File: config.mk
export PLATFORM = sky130hd
export DESIGN_NAME = sda_tx_driver_flat
export DESIGN_NICKNAME = d
export VERILOG_FILES = /design/src/rtl/sda_tx_driver_if.sv /design/src/rtl/sda_tx_driver.sv /design/src/flat_wrapper.sv
export SDC_FILE = /design/constraint.sdc
export NUM_CORES = 1
export LEC_CHECK = 0
export CAP_MARGIN = 10
export CORE_MARGIN = 8
export CORE_UTILIZATION = 56
export CTS_BUF_LIST = sky130_fd_sc_hd__clkbuf_4 sky130_fd_sc_hd__clkbuf_8 sky130_fd_sc_hd__clkbuf_16
export DETAILED_ROUTE_END_ITERATION = 8
export PLACE_DENSITY = 0.85
export SLEW_MARGIN = 0
export SYNTH_ARGS = -nofsm -noshare
export SYNTH_HDL_FRONTEND = slang
export SYNTH_SLANG_ARGS = --single-unit
export TNS_END_PERCENT = 20
File: constraint.sdc
create_clock -name clk -period 2.6 [get_ports clk]
set_input_delay 0.52 -clock clk [delete_from_list [all_inputs] [get_ports clk]]
set_output_delay 0.52 -clock clk [all_outputs]
set_load 0.01 [all_outputs]
File: src/rtl/sda_tx_driver_if.sv
// Bus between the slave controller (master side) and the SDA transmit driver (slave side).
// Carries mode/data requests in, and the SDA drive value plus status pulses out.
interface sda_tx_driver_if #(
  parameter int DATA_W = 8
);
  logic              scl_in;
  logic              sda_in;
  logic [1:0]        sda_mode;
  logic [DATA_W-1:0] tx_data;
  logic              load;
  logic              sda_out;
  logic              byte_done;
  logic              ack_valid;
  logic              rx_nack;
  logic              busy;

  modport master (
    output scl_in, sda_in, sda_mode, tx_data, load,
    input  sda_out, byte_done, ack_valid, rx_nack, busy
  );

  modport slave (
    input  scl_in, sda_in, sda_mode, tx_data, load,
    output sda_out, byte_done, ack_valid, rx_nack, busy
  );
endinterface

File: src/rtl/sda_tx_driver.sv
// I2C slave SDA output sequencer: shifts out a transmit word, applies a data hold time
// after each SCL fall, and samples the master's ACK/NACK while the bus is released.
module sda_tx_driver #(
  parameter int DATA_W      = 8,
  parameter int HOLD_CYCLES = 3,
  parameter bit MSB_FIRST   = 1'b1
) (
  input  logic            clk,
  input  logic            n_rst,
  sda_tx_driver_if.slave  bus
);

  localparam int              CNT_W     = $clog2(DATA_W + 1);
  localparam logic [7:0]      HOLD_LD   = 8'(HOLD_CYCLES);
  localparam logic [CNT_W-1:0] BITS_LAST = CNT_W'(DATA_W - 1);

  localparam logic [1:0] MODE_IDLE  = 2'b00;
  localparam logic [1:0] MODE_LOW   = 2'b01;
  localparam logic [1:0] MODE_REL   = 2'b10;
  localparam logic [1:0] MODE_TX    = 2'b11;

  typedef enum logic {ST_WAIT, ST_HOLD} state_t;

  state_t            r_state;
  logic [7:0]        r_hold_cnt;
  logic [DATA_W-1:0] r_shift;
  logic [CNT_W-1:0]  r_bit_cnt;
  logic              r_scl_prev;
  logic              r_sda_out;
  logic              r_byte_done;
  logic              r_ack_valid;
  logic              r_rx_nack;
  logic              r_busy;

  logic              w_fall;
  logic              w_rise;
  logic              w_head_bit;
  logic              w_target;
  logic [DATA_W-1:0] w_shift_next;

  assign w_fall       = r_scl_prev & ~bus.scl_in;
  assign w_rise       = ~r_scl_prev & bus.scl_in;
  assign w_head_bit   = MSB_FIRST ? r_shift[DATA_W-1] : r_shift[0];
  assign w_shift_next = MSB_FIRST ? {r_shift[DATA_W-2:0], 1'b0} : {1'b0, r_shift[DATA_W-1:1]};

  // Target is evaluated at commit time so a mode change during the hold window takes effect.
  always_comb begin
    w_target = 1'b1;
    case (bus.sda_mode)
      MODE_LOW: w_target = 1'b0;
      MODE_REL: w_target = 1'b1;
      MODE_TX:  w_target = w_head_bit;
      default:  w_target = 1'b1;
    endcase
  end

  always_ff @(posedge clk or negedge n_rst) begin
    if (!n_rst) begin
      r_state     <= ST_WAIT;
      r_hold_cnt  <= 8'd0;
      r_shift     <= '0;
      r_bit_cnt   <= '0;
      r_scl_prev  <= 1'b1;
      r_sda_out   <= 1'b1;
      r_byte_done <= 1'b0;
      r_ack_valid <= 1'b0;
      r_rx_nack   <= 1'b0;
      r_busy      <= 1'b0;
    end else begin
      r_scl_prev  <= bus.scl_in;
      r_byte_done <= 1'b0;
      r_ack_valid <= 1'b0;

      // A load in the same cycle as a rise wins: the new word is not shifted.
      if (bus.load) begin
        r_shift   <= bus.tx_data;
        r_bit_cnt <= '0;
      end else if (w_rise && bus.sda_mode == MODE_TX) begin
        r_shift <= w_shift_next;
        if (r_bit_cnt == BITS_LAST) begin
          r_byte_done <= 1'b1;
          r_bit_cnt   <= '0;
        end else begin
          r_bit_cnt <= r_bit_cnt + 1'b1;
        end
      end

      if (w_rise && bus.sda_mode == MODE_REL) begin
        r_rx_nack   <= bus.sda_in;
        r_ack_valid <= 1'b1;
      end

      if (bus.sda_mode == MODE_IDLE) begin
        r_state    <= ST_WAIT;
        r_hold_cnt <= 8'd0;
        r_busy     <= 1'b0;
        r_sda_out  <= 1'b1;
        r_bit_cnt  <= '0;
      end else begin
        case (r_state)
          ST_WAIT: begin
            if (w_fall) begin
              if (HOLD_CYCLES == 0) begin
                r_sda_out <= w_target;
              end else begin
                r_state    <= ST_HOLD;
                r_hold_cnt <= HOLD_LD;
                r_busy     <= 1'b1;
              end
            end
          end
          ST_HOLD: begin
            // A fresh fall during the hold window restarts the full hold time.
            if (w_fall) begin
              r_hold_cnt <= HOLD_LD;
            end else if (r_hold_cnt == 8'd1) begin
              r_sda_out  <= w_target;
              r_state    <= ST_WAIT;
              r_hold_cnt <= 8'd0;
              r_busy     <= 1'b0;
            end else begin
              r_hold_cnt <= r_hold_cnt - 8'd1;
            end
          end
          default: r_state <= ST_WAIT;
        endcase
      end
    end
  end

  assign bus.sda_out   = r_sda_out;
  assign bus.byte_done = r_byte_done;
  assign bus.ack_valid = r_ack_valid;
  assign bus.rx_nack   = r_rx_nack;
  assign bus.busy      = r_busy;

endmodule

File: src/flat_wrapper.sv
// flat-port wrapper written by rule: the top's interface ports become plain ports
module sda_tx_driver_flat 
#(
  parameter int DATA_W      = 8,
  parameter int HOLD_CYCLES = 3,
  parameter bit MSB_FIRST   = 1'b1
)
  (clk, n_rst, bus_scl_in, bus_sda_in, bus_sda_mode, bus_tx_data, bus_load, bus_sda_out, bus_byte_done, bus_ack_valid, bus_rx_nack, bus_busy);
  sda_tx_driver_if #(.DATA_W(DATA_W)) bus_i ();
  input  logic clk;
  input  logic n_rst;
  input wire logic [$bits(bus_i.scl_in)-1:0] bus_scl_in;
  input wire logic [$bits(bus_i.sda_in)-1:0] bus_sda_in;
  input wire logic [$bits(bus_i.sda_mode)-1:0] bus_sda_mode;
  input wire logic [$bits(bus_i.tx_data)-1:0] bus_tx_data;
  input wire logic [$bits(bus_i.load)-1:0] bus_load;
  output wire logic [$bits(bus_i.sda_out)-1:0] bus_sda_out;
  output wire logic [$bits(bus_i.byte_done)-1:0] bus_byte_done;
  output wire logic [$bits(bus_i.ack_valid)-1:0] bus_ack_valid;
  output wire logic [$bits(bus_i.rx_nack)-1:0] bus_rx_nack;
  output wire logic [$bits(bus_i.busy)-1:0] bus_busy;
  assign bus_i.scl_in = bus_scl_in;
  assign bus_i.sda_in = bus_sda_in;
  assign bus_i.sda_mode = bus_sda_mode;
  assign bus_i.tx_data = bus_tx_data;
  assign bus_i.load = bus_load;
  assign bus_sda_out = bus_i.sda_out;
  assign bus_byte_done = bus_i.byte_done;
  assign bus_ack_valid = bus_i.ack_valid;
  assign bus_rx_nack = bus_i.rx_nack;
  assign bus_busy = bus_i.busy;
  sda_tx_driver #(.DATA_W(DATA_W), .HOLD_CYCLES(HOLD_CYCLES), .MSB_FIRST(MSB_FIRST)) u_core (.clk(clk), .n_rst(n_rst), .bus(bus_i));
endmodule
### Yosys cells after proc, flatten, opt, wreduce, memory -nomap -nowiden

Cells that the tools add are included.

* register bits: 27
* input bits: 15
* output and inout bits: 5
* word-level logic and storage cells: 65

* $add $sub $neg: 2
* eq/ne operators: 9
* multiplexer cells: 30
* bitwise logic cells: 5
* reduce and logical (&&, ||, !) cells: 9

Operator list (number)
* 8-bit two-way mux: 6
* 1-bit two-way mux: 16
* 4-bit two-way mux: 4
* 8-bit case mux with 2 select lines: 1
* 8-bit by 1-bit equality test with 1-bit output (second input constant): 1
* 8-bit by 1-bit subtractor with 8-bit output (second input constant): 1
* 3-bit inequality test (second input constant): 2
* 1-bit case mux with 2 select lines: 3
* 3-bit AND reduction: 2
* 2-bit nonzero test: 3
* 4-bit by 1-bit adder with 4-bit output (second input constant): 1
* 2-bit equality test (second input constant): 2
* 4-bit by 3-bit equality test with 1-bit output (second input constant): 1
* 3-bit by 1-bit inequality test with 1-bit output (second input constant): 1
* 1-bit NOT: 3
* 3-bit nonzero test: 1
* 1-bit bitwise AND: 2
* 2-bit by 1-bit equality test with 1-bit output (second input constant): 1
* 1-bit logical AND: 2
* 2-bit zero test: 1
* 2-bit inequality test (second input constant): 1

### Longest topological paths before layout

* depth in word-level cells: 6
* mapped depth: 6
* depth with buffers taken out: 6

### Worst setup path before layout

No wires, ideal clock.

* kind: reg2reg
* start point: register u_core.r_hold_cnt[0]
* end point: register u_core.r_hold_cnt[7]
* library setup time: 0.082 ns
* arrival: 1.561 ns
* required time: 2.518 ns
* setup slack: 0.957 ns
* cell stages (with the launch flop): 6
* path buffers: 0
* period minus slack after synthesis: 1.643 ns
* cells stage by stage: dfrtp_1 > ha_1 > nor4b_2 > a2111oi_4 > a31oi_1 > a31oi_1

* longest elaborated chain between the ends: 5
* elaborated cells between the ends (all ways): 6
* those cells by class: add/sub: 1; eq/ne: 1; mux: 4

Ends and longest elaborated chain
* start: declaration: line sda_tx_driver.sv:25 `logic [7:0] r_hold_cnt;`
* start signal: assignment: line sda_tx_driver.sv:122 `r_hold_cnt <= r_hold_cnt - 8'd1;`
* 8-bit by 1-bit subtractor with 8-bit output / 8-bit by 1-bit equality test with 1-bit output (equally long branches): line sda_tx_driver.sv:122, sda_tx_driver.sv:116
* 8-bit two-way mux (*): line sda_tx_driver.sv:116 `end else if (r_hold_cnt == 8'd1) begin`
* 8-bit two-way mux (*): line sda_tx_driver.sv:114 `if (w_fall) begin`
* 8-bit case mux with 2 select lines (*): line sda_tx_driver.sv:100 `case (r_state)`
* 8-bit two-way mux (*): line sda_tx_driver.sv:93 `if (bus.sda_mode == MODE_IDLE) begin`

Mark *: on every way between the ends. The rest lies on a longest branch, timed or not.
A chain may end at the register's enable or synchronous reset.

### Final worst setup path

* start point: register u_core.r_sda_out, in the netlist u_core.bus.sda_out
* end point: output port bus_sda_out

RTL lines
* start: declaration: line sda_tx_driver.sv:29 `logic r_sda_out;`
* start signal: assignment: line sda_tx_driver.sv:104 `r_sda_out <= w_target;`
* start signal: assignment: line sda_tx_driver.sv:117 `r_sda_out <= w_target;`
* end: declaration: line flat_wrapper.sv:17 `output wire logic [$bits(bus_i.sda_out)-1:0] bus_sda_out;`

No word-level cell between the ends.

==> impl_metrics.csv <==
group,metric,value,unit
timing,slew_viol_final,0,
outcome,status,"finished clean",
setup_path,path_delay_family,"flip-flops",
place,place_hpwl,1940,um
finish,n_antenna_cell,0,
cts,clock_latency,0.32,ns
cts,cts_tree,"done",
logic_synthesis,synth_ff_type,"dfrtp_1",
logic_synthesis,synth_edf_count,0,
setup_path,path_buf_inv,1,
cts,clkSlewWorstSetupHoldPaths,0.14,ns
global_routing,grt_pass1_vias,1003,
logic_synthesis,syn_nets,146,
logic_synthesis,ys_ff_latch,27,
global_routing,grt_pass1_wl,4560,um
logic_synthesis,ys_seq_area_share,51.4,%
place,gp_congestion,0.807,
timing,max_freq,0.521,GHz
setup_path,start_kind,"flip-flop",
power_and_ir_drop,total_leakage_power,0.680,nW
routing,antenna_left,0,
logic_synthesis,syn_inst,128,
routing,vias_per_cell,5.58,
floorplanning,dieArea,4170,sq um
setup_path,worstPathRequired,2.08,ns
timing,relSlewSlack,60.3,%
power_and_ir_drop,ir_drop,0.466,mV
global_routing,antenna_found_initial,0,
cts,cts_sinks,27,
floorplanning,coreArea,2210,sq um
timing,min_period,1.92,ns
routing,wl_per_cell,14.3,um
setup_path,rrSetupSlack,0.74,ns
finish,final_layout_size_suffix_gt1_share,8.67,%
timing,tns,0,ns
floorplanning,rows,17,
timing,setup_viol,0,
floorplanning,ios,20,
floorplanning,die_h,64.6,um
logic_synthesis,synth.lib_cells_used.distinct,36,
finish,final_util,71.5,%
timing,final_hold_viol_count,0,
logic_synthesis,syn-cell-area,1320,sq um
place,port_buffers,19,
finish,reg.largest.list,"u_core.r_hold_cnt (8), u_core.r_shift (8), u_core.r_bit_cnt (4)",
global_routing,track_usage,13.4,%
global_routing,grt_max_degree,28,
setup_path,crit_slowest_cell,"dfstp_2",
routing,drc_errors,0,
timing,fin_crit_sh,73.8,%
cts,numCtsBuffers,3,
cts,cts_setup_buffers,0,
finish,fin_nets,169,
timing,tightest_slew,0.594,ns
setup_path,end_kind,"primary output",
routing,via_count,994,
logic_synthesis,async_flop_share,100,%
routing,drt_iter0_markers,53,
setup_path,crit_fanout,2,
setup_path,max_stage_delay,0.55,ns
job,drv_cap,0,
timing,skew,0.00525,ns
logic_synthesis,avgSynthCellArea,10.3,sq um
routing,first_pass_iters,4,
setup_path,critical_path_class,"reg -> out",
min_path,hold_path.class,"reg -> reg",
global_routing,grt_remaining_overflow,0,
setup_path,cp_cell_sequence,"clkdlybuf4s50_1",
cts,h-tree-depth,1,
finish,areaGrowthSynthToFinish,19.8,%
power_and_ir_drop,powerDensity,696,nW/um^2
logic_synthesis,yosys_warnings,0,
setup_path,worst_ep_arrival_time,1.40,ns
floorplanning,start_util,59.7,%
floorplanning,die_w,64.6,um
cts,hold_buffers,0,
cts,root_buffer,"clkbuf_4",
cts,clockBufferDepth,2,
timing,fin_hold_ws,0.495,ns
cts,cts_resized,0,
timing,grt_setup_unrepaired,"no",
routing,wirelength,2540,um
-- stage by stage --
stage	cells	worst slack, ns	total power, mW	instance area (sq um)
floorplan	128	0.957	0.793	1320
global placement	174	0.445	0.900	1550
detailed placement	174	0.364	0.920	1550
CTS	178	0.665	1.11	1580
global route	178	0.559	1.18	1580
finish	178	0.680	1.10	1580
-- worst register-to-register path, cell delays in order, from the launching register on --
cell and delay [ns]:
dfrtp_1 0.41, inv_1 0.07, ha_1 0.18, nor4b_2 0.19, a2111oi_4 0.60, a31oi_1 0.18
a31oi_1 0.16
-- cell families (layout without fill, tap and decap cells) --
group | count (synthesis) | count (layout) | synth area share [%]
multiplexers | 9 | 9 | 6.92
AND/OR/NAND/NOR | 46 | 46 | 18.5
AO/OA/AOI/OAI | 33 | 33 | 16.7
buffers and inverters | 8 | 30 | 2.37
flip-flops | 27 | 27 | 51.4
adder cells (fa/ha/maj) | 3 | 3 | 2.84
XOR/XNOR | 2 | 2 | 1.33
-- power breakdown --
group          internal (mW)  switching [mW]  leakage, nW
combinational          0.166           0.174        0.319
sequential             0.494          0.0760        0.343
clock                 0.0705           0.120       0.0184
total                  0.731           0.370        0.680
-- synthesized netlist by cell type (3+ instances only) --
cell type	number	area, sq um
a21oi_1	10	50.1
a31oi_1	4	25.0
clkbuf_1	3	11.3
dfrtp_1	25	626
ha_1	3	37.5
inv_1	4	15.0
mux2i_1	8	80.1
nand2_1	20	75.1
nand2b_1	4	25.0
nor2_1	4	15.0
nor3_1	4	20.0
o21ai_0	10	50.1
-- area by class of cell --
| class | count | area, sq um |
|---|---|---|
| fill | 181 | 631 |
| clock buffer | 4 | 30.0 |
| inverter | 4 | 15.0 |
| tap | 28 | 35.0 |
| sequential | 27 | 678 |
| timing repair buffer | 22 | 213 |
| multi-input combinational | 93 | 611 |
-- layer usage --
metal | vias to the layer above | track usage [%] | share of wire, %
li1 | 509 | - | -
met1 | 461 | 15.4 | 43
met2 | 20 | 24.1 | 52
met3 | 4 | 3.26 | 3.8
met4 | 0 | 4.09 | 1.2
met5 | - | 0 | 0
-- layout by cell type, fill, tap and decap left out, types with 3 or more instances in the layout --
cell	count
nand2_1	20
inv_1	4
nand2b_1	4
clkbuf_4	4
nor2_1	4
ha_1	3
mux2i_1	8
o21ai_0	10
a21oi_1	10
dfrtp_1	25
buf_4	3
clkdlybuf4s50_1	19
a31oi_1	4
nor3_1	4
-- path summary, 6_finish.rpt --
| check | from | endpoint | cells past startpoint |
|---|---|---|---|
| setup / recovery | u_core.bus.sda_out$_DFFE_PN1P_ | bus_sda_out | 1 |
| hold / removal | u_core.r_bit_cnt[3]$_DFFE_PN0P_ | u_core.bus.byte_done$_DFF_PN0_ | 1 |
| setup reg to reg | u_core.r_hold_cnt[1]$_DFFE_PN0P_ | u_core.r_hold_cnt[7]$_DFFE_PN0P_ | 6 |
| hold reg to reg | u_core.r_bit_cnt[3]$_DFFE_PN0P_ | u_core.bus.byte_done$_DFF_PN0_ | 1 |
| max in group asynchronous | n_rst | u_core.bus.sda_out$_DFFE_PN1P_ | 2 |
| min in group asynchronous | n_rst | u_core.r_hold_cnt[4]$_DFFE_PN0P_ | 2 |
No activity file was read; power rests on OpenSTA's default activity.
